<file path="config.mk">
export PLATFORM = sky130hd
export DESIGN_NAME = grass_bg_wind
export DESIGN_NICKNAME = d
export VERILOG_FILES = /design/src/rtl/grass_bg_wind.sv
export SDC_FILE = /design/constraint.sdc
export NUM_CORES = 1
export LEC_CHECK = 0
export BUFFER_PORTS_ARGS = -buffer_cell sky130_fd_sc_hd__buf_2
export CAP_MARGIN = 30
export CORE_MARGIN = 4
export CORE_UTILIZATION = 60
export CTS_BUF_LIST = sky130_fd_sc_hd__clkbuf_4 sky130_fd_sc_hd__clkbuf_8
export DETAILED_ROUTE_END_ITERATION = 16
export PLACE_DENSITY = 0.85
export SETUP_SLACK_MARGIN = 0.2
export SLEW_MARGIN = 20
export SYNTH_ARGS = -nofsm -noshare
export SYNTH_HDL_FRONTEND = slang
export SYNTH_SLANG_ARGS = --single-unit
</file>
<file path="constraint.sdc">
create_clock -name clk -period 3.4 [get_ports clk]
set_input_delay 0 -clock clk [delete_from_list [all_inputs] [get_ports clk]]
set_output_delay 0 -clock clk [all_outputs]
set_load 0.02 [all_outputs]
</file>
<file path="src/rtl/grass_bg_wind.sv">
// ---------------------------------------------------------------------------
// grass_bg_wind
//   Animated grass background for the VGA pixel pipeline. A band of blades
//   between HORIZON_Y and BASE_Y sits above a solid grass base. The scene
//   scrolls horizontally one pixel every SCROLL_DIV frames. A wind FSM
//   (CALM/RISE/HOLD/FALL) bends the blade tips by up to SWAY_MAX pixels in a
//   direction picked by an 8-bit LFSR when each gust starts.
//
//   Optional feature macro: GRASS_FLOWERS_EN
//     When defined, one row of yellow flowers (every 64 px) appears in the
//     grass base and scrolls with the grass.
//
// Ports
//   clk          in   pixel clock
//   rst          in   synchronous reset, active-high
//   frame_start  in   one-cycle pulse per frame; animation state advances only here
//   display_on   in   visible-area qualifier (colour forced to 0 when low)
//   wind_en      in   1 = gusts allowed, 0 = wind dies down
//   pix_x        in   [9:0] pixel column
//   pix_y        in   [9:0] pixel row
//   r, g, b      out  [1:0] registered colour, one cycle after pix_x/pix_y
//   gust         out  high while the wind FSM is in RISE, HOLD or FALL
// ---------------------------------------------------------------------------
module grass_bg_wind #(
    parameter int          HORIZON_Y   = 224,
    parameter int          BASE_Y      = 240,
    parameter int          PITCH_LOG2  = 4,
    parameter int          SWAY_MAX    = 3,
    parameter int          SCROLL_DIV  = 4,
    parameter int          CALM_FRAMES = 60,
    parameter int          HOLD_FRAMES = 30,
    parameter logic [5:0]  SKY_RGB     = 6'b001011,
    parameter logic [5:0]  GRASS_RGB   = 6'b001100
) (
    input  logic       clk,
    input  logic       rst,
    input  logic       frame_start,
    input  logic       display_on,
    input  logic       wind_en,
    input  logic [9:0] pix_x,
    input  logic [9:0] pix_y,
    output logic [1:0] r,
    output logic [1:0] g,
    output logic [1:0] b,
    output logic       gust
);

    localparam int PL = PITCH_LOG2;
    localparam int TW = 16;
    localparam int DW = (SCROLL_DIV > 1) ? $clog2(SCROLL_DIV) : 1;

    localparam logic [9:0]    HORIZON_C   = 10'(HORIZON_Y);
    localparam logic [9:0]    BASE_C      = 10'(BASE_Y);
    localparam logic [9:0]    SHORT_Y_C   = 10'(HORIZON_Y + 8);
    localparam logic [9:0]    MID_Y_C     = 10'((HORIZON_Y + BASE_Y) / 2);
    localparam logic [PL-1:0] SWAY_MAX_C  = PL'(SWAY_MAX);
    localparam logic [PL-1:0] HIT_LO_C    = PL'((2 ** PL) / 2 - 1);
    localparam logic [PL-1:0] HIT_HI_C    = PL'((2 ** PL) / 2);
    localparam logic [TW-1:0] CALM_LAST_C = TW'(CALM_FRAMES - 1);
    localparam logic [TW-1:0] HOLD_LAST_C = TW'(HOLD_FRAMES - 1);
    localparam logic [DW-1:0] DIV_LAST_C  = DW'(SCROLL_DIV - 1);

    typedef enum logic [1:0] {
        CALM = 2'd0,
        RISE = 2'd1,
        HOLD = 2'd2,
        FALL = 2'd3
    } wind_state_t;

    wind_state_t   state_q, state_d;
    logic [TW-1:0] timer_q, timer_d;
    logic [PL-1:0] sway_q,  sway_d;
    logic          dir_q,   dir_d;
    logic [7:0]    lfsr_q,  lfsr_d;
    logic [DW-1:0] div_q,   div_d;
    logic [9:0]    scroll_q, scroll_d;
    logic [5:0]    rgb_q,   rgb_d;

    // ------------------------------------------------------------------
    // Animation state register
    // ------------------------------------------------------------------
    always_ff @(posedge clk) begin
        if (rst) begin
            state_q  <= CALM;
            timer_q  <= '0;
            sway_q   <= '0;
            dir_q    <= 1'b0;
            lfsr_q   <= 8'hA5;
            div_q    <= '0;
            scroll_q <= '0;
            rgb_q    <= '0;
        end else begin
            state_q  <= state_d;
            timer_q  <= timer_d;
            sway_q   <= sway_d;
            dir_q    <= dir_d;
            lfsr_q   <= lfsr_d;
            div_q    <= div_d;
            scroll_q <= scroll_d;
            rgb_q    <= rgb_d;
        end
    end

    // ------------------------------------------------------------------
    // Per-frame next state: LFSR, scroll divider and wind FSM
    // ------------------------------------------------------------------
    logic [PL-1:0] sway_inc;
    assign sway_inc = sway_q + 1'b1;

    always_comb begin
        state_d  = state_q;
        timer_d  = timer_q;
        sway_d   = sway_q;
        dir_d    = dir_q;
        lfsr_d   = lfsr_q;
        div_d    = div_q;
        scroll_d = scroll_q;

        if (frame_start) begin
            // Fibonacci taps 8,6,5,4 (bits 7,5,4,3); maximal length, never 0
            lfsr_d = {lfsr_q[6:0], lfsr_q[7] ^ lfsr_q[5] ^ lfsr_q[4] ^ lfsr_q[3]};

            if (div_q == DIV_LAST_C) begin
                div_d    = '0;
                scroll_d = scroll_q + 10'd1;
            end else begin
                div_d = div_q + 1'b1;
            end

            unique case (state_q)
                CALM: begin
                    // Timer parks at its last value until wind is allowed
                    if (timer_q == CALM_LAST_C) begin
                        if (wind_en) begin
                            state_d = RISE;
                            timer_d = '0;
                            dir_d   = lfsr_q[0];
                        end
                    end else begin
                        timer_d = timer_q + 1'b1;
                    end
                end
                RISE: begin
                    if (!wind_en) begin
                        state_d = FALL;
                        timer_d = '0;
                    end else if (sway_q >= SWAY_MAX_C || sway_inc >= SWAY_MAX_C) begin
                        // Covers SWAY_MAX=0: go straight to HOLD with no sway
                        sway_d  = SWAY_MAX_C;
                        state_d = HOLD;
                        timer_d = '0;
                    end else begin
                        sway_d = sway_inc;
                    end
                end
                HOLD: begin
                    if (!wind_en || timer_q == HOLD_LAST_C) begin
                        state_d = FALL;
                        timer_d = '0;
                    end else begin
                        timer_d = timer_q + 1'b1;
                    end
                end
                FALL: begin
                    // Return to CALM on the frame where sway reaches 0
                    if (sway_q <= PL'(1)) begin
                        sway_d  = '0;
                        state_d = CALM;
                        timer_d = '0;
                    end else begin
                        sway_d = sway_q - 1'b1;
                    end
                end
                default: state_d = CALM;
            endcase
        end
    end

    assign gust = (state_q != CALM);

    // ------------------------------------------------------------------
    // Pixel colour (uses pre-update animation state)
    // ------------------------------------------------------------------
    logic [9:0]    xs;
    logic [PL-1:0] xl;
    logic [PL-1:0] off;
    logic [PL-1:0] blade_pos;
    logic          in_band;
    logic          in_base;
    logic          blade_hit;
    logic          unused_xs;

    assign xs  = pix_x + scroll_q;
    assign xl  = xs[PL-1:0];
    // Lower half of the blade band bends half as much as the tips
    assign off = (pix_y < MID_Y_C) ? sway_q : (sway_q >> 1);
    // (xl - lean) mod P, lean = +off when dir=1, -off when dir=0
    assign blade_pos = dir_q ? (xl - off) : (xl + off);

    assign in_band = (pix_y >= HORIZON_C) && (pix_y < BASE_C);
    assign in_base = (pix_y >= BASE_C);
    // Odd-numbered blades (xs[PL]=1) are short and start 8 rows lower
    assign blade_hit = in_band
                     && ((blade_pos == HIT_LO_C) || (blade_pos == HIT_HI_C))
                     && (!xs[PL] || (pix_y >= SHORT_Y_C));

    assign unused_xs = ^xs;

    always_comb begin
        rgb_d = SKY_RGB;
        if (!display_on) begin
            rgb_d = 6'b000000;
        end else if (in_base) begin
            rgb_d = GRASS_RGB;
`ifdef GRASS_FLOWERS_EN
            if (xs[5:0] == 6'd9 && pix_y == (BASE_C + 10'd3)) begin
                rgb_d = 6'b111100;
            end
`endif
        end else if (blade_hit) begin
            rgb_d = GRASS_RGB;
        end
    end

    assign r = rgb_q[5:4];
    assign g = rgb_q[3:2];
    assign b = rgb_q[1:0];

endmodule
</file>
After elaboration in Yosys (flattened, before gate mapping)
Cells that the tools add are included. Widths: inputs -> output; s select.

Bits in registers: 49. Input port bits: 25. Output and inout bits: 7. Logic and storage cells: 86.

$add $sub $neg: 8. $lt $le $gt $ge: 8. Eq/ne operators: 15. Multiplexer cells: 23. Bitwise logic cells: 4. Reduce and logical (&&, ||, !) cells: 19.

Operator list (count): $mux 16 (6); $pmux 16 s4 (1); $ge 10x8->1 const B (3); $lt 10x8->1 const B (2); $mux 4 (5); $add 16x1->16 const B (1); $eq 16x5->1 const B (1); $eq 16x6->1 const B (1); $mux 2 (7); $add 10x1->10 const B (1); $ne 2x2->1 const B (5); $ge 4x2->1 const B (2); $pmux 2 s4 (1); $pmux 4 s2 (1); $reduce_and 4->1 (2); $eq 2x2->1 const B (3); $mux 3 (2); $ne 3x3->1 const B (2); $reduce_and 6->1 (1); $add 5x5->5 (1); $add 4x1->4 const B (1); $add 4x4->4 (1); $eq 4x3->1 const B (1); $eq 4x4->1 const B (1); 16 further kinds (25).

Logic depth before layout (Yosys ltp)
Gate-level depths: netlist of run 1.

Depth after elaboration: 10. Gate-level depth with buffers: 14. Depth with buffers taken out: 14.

Worst setup path after synthesis of run 1
No wires, ideal clock.

Kind: input-to-reg. From: input pix_y[3]. To: register rgb_q[2]. Library setup time: 0.059 ns. Arrival time: 2.752 ns. Data required time: 3.341 ns. Slack: 0.589 ns. Stages: 13. Path buffers: 0. Path through: o2111ai_1 > nand2_1 > nor2_1 > a21o_1 > inv_1 > ha_1 > o21ai_0 > fa_1 > xnor2_1 > or3b_2 > or3_1 > a21oi_1 > o31a_1.

Longest elaborated chain between the ends: 10. Elaborated cells on any way between the ends: 18. Classes of those cells: add/sub (2); order compare (5); eq/ne (2); mux (4); reduce/logical (5).

Ends and longest elaborated chain: from (decl) (RTL line 41) `input logic [9:0] pix_y,`; $lt 10x8->1 (RTL line 196) `assign off = (pix_y < MID_Y_C) ? sway_q : (sway_q >> 1);`; $mux 4 (RTL line 196); $add 4x4->4 / $sub 4x4->4 (equally long branches) (RTL line 198) `assign blade_pos = dir_q ? (xl - off) : (xl + off);`; $mux 4 (RTL line 198); $eq 4x3->1 / $eq 4x4->1 (equally long branches) (RTL line 204) `&& ((blade_pos == HIT_LO_C) || (blade_pos == HIT_HI_C))`; $logic_or 1x1->1 (RTL line 204); $logic_and 1x1->1 (RTL line 204); $logic_and 1x1->1 (RTL line 205) `&& (!xs[PL] || (pix_y >= SHORT_Y_C));`; $mux 3 (RTL line 220) `end else if (blade_hit) begin`; $mux 3 (*) (RTL line 213) `end else if (in_base) begin`; to (signal assigned) (RTL line 100) `rgb_q <= rgb_d;`; to (decl) (RTL line 77) `logic [5:0] rgb_q, rgb_d;`.

Every way passes the cells marked *; elsewhere a longest branch is shown, timed or not. A chain may end at the register's enable or synchronous reset.

Final worst setup path of run 1
From: register sway_q[1]. To: register rgb_q[2].

Longest elaborated chain between the ends: 9. Elaborated cells on any way between the ends: 11. Classes of those cells: add/sub (2); eq/ne (2); mux (4); reduce/logical (3).

Ends and longest elaborated chain: from (decl) (RTL line 72) `logic [PL-1:0] sway_q, sway_d;`; from (signal assigned) (RTL line 95) `sway_q <= sway_d;`; $mux 4 (*) (RTL line 196); $add 4x4->4 / $sub 4x4->4 (equally long branches) (RTL line 198); $mux 4 (*) (RTL line 198); $eq 4x3->1 / $eq 4x4->1 (equally long branches) (RTL line 204); $logic_or 1x1->1 (*) (RTL line 204); $logic_and 1x1->1 (*) (RTL line 204); $logic_and 1x1->1 (*) (RTL line 205); $mux 3 (*) (RTL line 220); $mux 3 (*) (RTL line 213).

Marked as above.

==> results by group, run 1 <==
Status
  • Status: complete, no violations

Clocking
  • Number of post-CTS setup repair buffers: 0
  • Worst skew pair latency: 0.30 ns
  • CTS max path bufs: 2
  • CTS Sinks: 41
  • CTS tree: yes
  • Worst-path clk slew: 0.09 ns
  • CTS buffer count: 5
  • Root Driver: clkbuf_8
  • H-tree depth: 2

GRT
  • GRT overflow: 0
  • Initial antenna violation count: 0
  • First-pass GRT wire length: 8130 µm
  • Pin count of the biggest net entering global routing: 25
  • Vias in the first global route: 1875
  • Total track usage: 19.6%

Logic synthesis
  • Ys flop type: dfxtp_1
  • Ys Warns: 0
  • Post-synth cell types: 58
  • Post-synth ARST share: 0%
  • Mean Syn Cell Area: 8.92 µm²
  • Sequential fraction of the synthesis area: 32.7%
  • Flops & latches, synth: 41
  • Mapped Area: 0.00251 mm²
  • Mapped Cells: 281
  • Number of flops mapped to enable cells by yosys: 0

Route
  • First-pass DRT Iterations: 4
  • WL/cell: 13.4 µm
  • Detailed Route WL: 4680 µm
  • DR iter-0 viols: 105
  • Via density per instance: 5.67
  • Drt drc: 0
  • Antenna-violating nets left: 0
  • Via count: 1984

Power
  • Internal power: 0.788 mW
  • Combinational Power Share: 9.5%
  • Sw Share: 22.4%
  • Reg power frac: 49.8%
  • Worst vdd ir: 0.323 mV
  • PwrDens: 370 mW/mm²
  • Pleak: 1.11 nW
  • Sw power: 0.228 mW
  • Final Total Pwr: 1.02 mW
  • Clk network pwr share: 40.7%

Worst setup path
  • Most frequent cell on the critical path: a21oi_1
  • Critical Setup Path Class: reg -> reg
  • Ordered list of cells on the worst path: inv_1 > nor2_1 > a21oi_1 > ha_1 > o21ai_1 > fa_1 > xnor2_1 > or3b_2 > or3_1 > a21oi_1 > o31a_1
  • Crit path DAT: 3.20 ns
  • Crit Path Max Fanout: 7
  • CP top delay family: simple AND/OR/NAND/NOR gates
  • Startpoint Class: flip-flop
  • Worst path buffer plus inverter count: 1
  • Worst path slowest cell: or3b_2
  • CP Capture Type: flip-flop
  • Critical Path Max Stage Delay: 0.48 ns
  • Data required, critical path: 3.64 ns

Cells and area
  • Filler Cells Inserted: 322
  • Most common library cell in the layout ignoring fill and taps: nor2_1
  • Final Net Count: 347
  • Share of cells above drive strength 1: 14.7%
  • Area delta synth->final: 9.58%
  • N_diodes: 0
  • Final core occ: 68.2%
  • Most frequent cells in the layout: nor2_1, dfxtp_1, ha_1, buf_2

Die
  • Initial Util: 62.2%
  • Die extent in x: 72.6 µm
  • DIE AREA: 0.00528 mm²
  • Io pins: 32
  • Die H: 72.6 µm
  • Core area: 0.00403 mm²
  • Row cnt: 23

STA
  • Worst hold margin: 0.0167 ns
  • Final setup vio count: 0
  • Tcrit/Tclk final: 87.2%
  • Final hold vios: 0
  • Final worst setup slack: 0.434 ns
  • Max-slew headroom: 60.3%
  • Worst-margin pin slew: 0.580 ns
  • Crit path time final: 2.97 ns
  • Setup_tns: 0 ns
  • Skew final: 0.0118 ns
  • Final Max Tran Viols: 0
  • Fmax: 337 MHz
  • RSZ-0062 raised after global routing: false

Placement
  • IO Port Bufs: 21
  • Gpl congestion: 0.826
  • Setup WS pre-CTS: 0.151 ns
  • Dpl hpwl: 3510 µm

Hold path
  • Hold Path Class: in -> reg

Run
  • Max-Cap Viols: 0
==> power by group through the flow <==
stage                     clock network [mW]  registers [mW]  logic (mW)
final                                  0.414           0.506      0.0965
after global routing                   0.441           0.508       0.109
after CTS                              0.426           0.506      0.0974
after detailed placement                   0           0.517      0.0971
after global placement                     0           0.517      0.0924
after floorplan                            0           0.517      0.0725
==> cells in the mapped netlist (2+ instances only) <==
master	n	area [µm²]
o21ai_0	7	35.0
and2_1	3	18.8
ha_1	21	263
dfxtp_1	41	821
a311oi_1	2	17.5
or4_1	2	15.0
nor2_1	45	169
nand3b_1	4	30.0
buf_4	4	30.0
fa_1	2	40.0
nor4_1	2	12.5
or4_4	2	22.5
a211o_1	4	35.0
or3_1	3	18.8
nand3_1	6	30.0
nor3_1	8	40.0
a31oi_1	2	12.5
xnor2_1	17	149
nand4_1	5	31.3
xor2_1	8	70.1
nor2b_1	3	18.8
mux2i_1	11	110
inv_1	17	63.8
nand2_1	9	33.8
o21a_1	2	15.0
a21o_1	4	30.0
clkbuf_1	8	30.0
a21oi_1	9	45.0
==> sequential cells by signal, summed over array words and instances (netlist names) <==
| signal | cells |
|---|---|
| lfsr_q | 8 |
| timer_q | 16 |
| div_q | 2 |
| dir_q | 1 |
| rgb_q | 3 |
| state_q | 2 |
| scroll_q | 5 |
| sway_q | 4 |
==> layout make-up <==
class,count,area [µm²],area share [%]
Inverter,17,63.8,2.32
Multi-Input combinational cell,212,1570,57.0
Clock buffer,7,90.1,3.28
Clock inverter,1,30.0,1.09
Tap cell,50,62.6,2.28
Sequential cell,41,822,29.9
Timing Repair Buffer,22,113,4.10
==> worst paths after layout <==
path / from / endpoint / slack [ns] / cells past startpoint
setup / recovery: sway_q[1] / rgb_q[2] / 0.43 / 11
hold / removal: display_on / rgb_q[3] / 0.02 / 3
setup reg to reg: sway_q[1] / rgb_q[2] / 0.43 / 11
hold reg to reg: lfsr_q[6] / lfsr_q[7] / 0.47 / 1
==> cell families (layout without fill, tap and decap cells) <==
family	after synthesis	after routing	share of synthesized area, %
buffers and inverters	29	47	4.94
other	1	2	0.150
XOR/XNOR	26	26	9.63
AO/OA/AOI/OAI	43	43	12.9
multiplexers	12	12	4.84
flip-flops	41	41	32.7
adder cells (fa/ha/maj)	23	23	12.1
AND/OR/NAND/NOR	106	106	22.8
==> routing by layer <==
| metal | wire length (µm) | vias to the layer above | track usage, % |
|---|---|---|---|
| li1 | - | 1013 | - |
| met4 | 117 | 0 | 10.0 |
| met2 | 2200 | 28 | 31.5 |
| met1 | 2230 | 934 | 25.0 |
| met5 | 0 | - | 0 |
| met3 | 140 | 9 | 3.72 |
==> timing repair <==
| item | in CTS | in global routing |
|---|---|---|
| hold buffers | 0 | 0 |
| endpoints found under the setup margin | 0 | 2 |
| gates resized for setup | 0 | 2 |
==> through the flow <==
| stage | cell area (µm²) | cells |
|---|---|---|
| finish | 2750 | 350 |
| global route | 2750 | 350 |
| CTS | 2750 | 350 |
| detailed placement | 2630 | 342 |
| global placement | 2630 | 342 |
| floorplan | 2510 | 282 |
==> worst register-to-register path: cells and delay by family (launching register included) <==
family / cells / cell delay [ns]
buffers and inverters: 1 / 0.12
AND/OR/NAND/NOR: 3 / 0.91
adder cells (fa/ha/maj): 2 / 0.72
flip-flops: 1 / 0.45
XOR/XNOR: 1 / 0.15
AO/OA/AOI/OAI: 4 / 0.55
Note: power is estimated with default switching activity, not from simulation.
==> inputs of run 2 (changes only) <==
Settings changed: CORE_UTILIZATION 60 to 55, PLACE_DENSITY 0.85 to 0.79.
==> run 2 against run 1 <==
Sequential share of layout area about the same. Total power is 6.9% lower. Utilization is 5.5 points lower. Highest routed layer unchanged. Critical endpoint unchanged.
==> results by group, run 2 (same netlist as run 1, synthesis figures left out) <==
Clocking
  • CTS buffer count: 5 (unchanged)
  • Root Driver: clkbuf_8
  • CTS Sinks: 41 (unchanged)
  • CTS max path bufs: 2 (unchanged)
  • CTS tree: yes
  • Worst-path clk slew: 0.08 ns (about the same)
  • H-tree depth: 2 (unchanged)
  • Worst skew pair latency: 0.30 ns (about the same)

Die
  • Core area: 0.00438 mm² (+8.8%)
  • DIE AREA: 0.00570 mm² (+8.1%)
  • Die H: 75.5 µm (+4.0%)
  • Die extent in x: 75.5 µm (+4.0%)
  • Initial Util: 57.2% (-5.0 points)
  • Io pins: 32 (unchanged)
  • Row cnt: 24 (+4.3%)

STA
  • Worst hold margin: 0.0655 ns (+0.0487 ns)
  • Final setup vio count: 0 (unchanged)
  • Max-slew headroom: 60.8% (+0.47 points)
  • Tcrit/Tclk final: 88.2% (+0.98 points)
  • Final Max Tran Viols: 0 (unchanged)
  • Final hold vios: 0 (unchanged)
  • Fmax: 333 MHz (-1.1%)
  • Skew final: 0.00593 ns (-0.00591 ns)
  • Worst-margin pin slew: 0.573 ns (-0.00692 ns)
  • Setup_tns: 0 ns (unchanged)
  • RSZ-0062 raised after global routing: false
  • Crit path time final: 3.00 ns (+0.0333 ns)
  • Final worst setup slack: 0.400 ns (-0.0333 ns)

Route
  • Drt drc: 0 (unchanged)
  • Via density per instance: 5.57 (-1.7%)
  • Antenna-violating nets left: 0 (unchanged)
  • WL/cell: 13.2 µm (-0.98%)
  • First-pass DRT Iterations: 4 (unchanged)
  • Via count: 1973 (-0.55%)
  • Detailed Route WL: 4690 µm (+0.15%)
  • DR iter-0 viols: 78 (-26%)

Worst setup path
  • Reg-to-reg slack, setup: 0.40 ns (-0.03 ns)
  • Crit Path Max Fanout: 6 (-1)
  • Startpoint Class: flip-flop
  • Data required, critical path: 3.64 ns (about the same)
  • Worst r2r path cells: 12 (+1)
  • Critical Setup Path Class: reg -> reg
  • Worst R2R Start: sway_q[0]
  • RR Endpoint: rgb_q[2]
  • Crit path DAT: 3.24 ns (+0.04 ns)
  • CP Capture Type: flip-flop

Cells and area
  • Final core occ: 62.7% (-5.5 points)
  • Area delta synth->final: 9.68% (about the same)
  • Largest regs: timer_q (16), lfsr_q (8), scroll_q (5)
  • Largest Register: timer_q
  • Final Cell Area: 0.00275 mm² (about the same)
  • Most frequent cells in the layout: nor2_1, dfxtp_1, ha_1, buf_2
  • Share of cells above drive strength 1: 14.6% (-0.097 points)
  • Largest register FFs: 16 (unchanged)
  • Final Net Count: 349 (+0.58%)
  • Most common library cell in the layout ignoring fill and taps: nor2_1
  • N_diodes: 0 (unchanged)
  • Multi-input logic area: 0.00157 mm² (unchanged)
  • Filler Cells Inserted: 373 (+16%)
  • Reg area: 823 µm² (+0.15%)

Hold path
  • Hold Startpoint: pix_y[8]
  • Hold Path Class: in -> reg
  • Worst Hold Endpoint: rgb_q[2]
  • WHS Path Cells: 3 (unchanged)

Run
  • Max-Cap Viols: 0 (unchanged)

Power
  • PwrDens: 344 mW/mm² (-7.0%)
  • Reg power frac: 53.4% (+3.6 points)
  • Sw Share: 25.2% (+2.8 points)
  • Pleak: 1.11 nW (-0.41%)
  • Combinational Power Share: 10.5% (+1.0 points)
  • Clk network pwr share: 36.1% (-4.6 points)
  • Worst vdd ir: 0.165 mV (-49%)
  • Internal power: 0.708 mW (-10%)
  • Sw power: 0.239 mW (+4.8%)

Placement
  • Gpl congestion: 0.827 (+0.12%)
  • Area after DPL: 0.00262 mm² (-0.19%)
  • Setup WS pre-CTS: 0.186 ns (+0.0351 ns)
  • Dpl hpwl: 3450 µm (-1.8%)
  • IO Port Bufs: 21 (unchanged)

GRT
  • Vias in the first global route: 1877 (+0.11%)
  • GRT overflow: 0 (unchanged)
  • Pin count of the biggest net entering global routing: 25 (unchanged)
  • First-pass GRT wire length: 8050 µm (-1.0%)
  • Initial antenna violation count: 0 (unchanged)
  • Total track usage: 18.3% (-1.3 points)

Status
  • Status: complete, no violations
run 2: cell types whose count changed in the layout (fill, tap and decap cells not counted), sizes merged:
cell         change
clkinv           +2
bufinv           -1
dlygate4sd3      +3
buf              -1
clkbuf           -1
run 2: worst max path at each step:
stage	to	slack (ns)	from	cells after the start
after floorplan	rgb_q[2]	0.59	pix_y[3]	13
after global placement	rgb_q[2]	0.32	pix_y[3]	14
after detailed placement	rgb_q[2]	0.19	pix_y[3]	14
after CTS	rgb_q[2]	0.32	sway_q[0]	12
after global routing	rgb_q[2]	0.21	sway_q[0]	12
final	rgb_q[2]	0.40	sway_q[0]	12
run 2: power groups by stage:
stage	sequential, mW	clock [mW]	combinational (mW)
detailed placement	0.516	0	0.0964
CTS	0.506	0.353	0.100
floorplan	0.517	0	0.0725
global placement	0.516	0	0.0932
global route	0.508	0.371	0.113
finish	0.505	0.341	0.0998
run 2: through the flow:
| stage | std cells | total power, mW |
|---|---|---|
| 2_1_floorplan | 282 | 0.589 |
| 3_3_place_gp | 343 | 0.609 |
| 3_5_place_dp | 343 | 0.613 |
| 4_1_cts | 354 | 0.958 |
| 5_1_grt | 354 | 0.993 |
| 6_report | 354 | 0.946 |
run 2: final cells by class:
| cell class | instances | area share (%) |
|---|---|---|
| Clock buffer | 6 | 3.00 |
| Clock inverter | 2 | 0.500 |
| Inverter | 17 | 2.32 |
| Multi-Input combinational cell | 212 | 57.0 |
| Sequential cell | 41 | 29.9 |
| Tap cell | 52 | 2.37 |
| Timing Repair Buffer | 24 | 4.91 |
run 2: worst max-delay path, stage by stage, from the launching register on:
cell and delay [ns]:
dfxtp_2 0.40, inv_1 0.10, nor2_1 0.11, a21o_1 0.11, inv_1 0.05, ha_1 0.27
o21ai_0 0.14, fa_1 0.44, xnor2_1 0.15, or3b_2 0.49, or3_1 0.32, a21oi_1 0.21
o31a_1 0.16
run 2: what timing repair did:
| action | in CTS | in global routing |
|---|---|---|
| hold endpoints to repair | 2 | 0 |
| hold buffers | 3 | 0 |
| resized for setup | 0 | 2 |
| buffers inserted | 0 | 0 |
| endpoints found under the setup margin | 0 | 2 |
run 2: metal layers:
layer,wire length [µm],global-route usage (%),vias up
met1,2130,21.8,917
li1,-,-,1011
met5,0,0,-
met2,2290,31.0,39
met3,195,4.75,6
met4,71,7.96,0
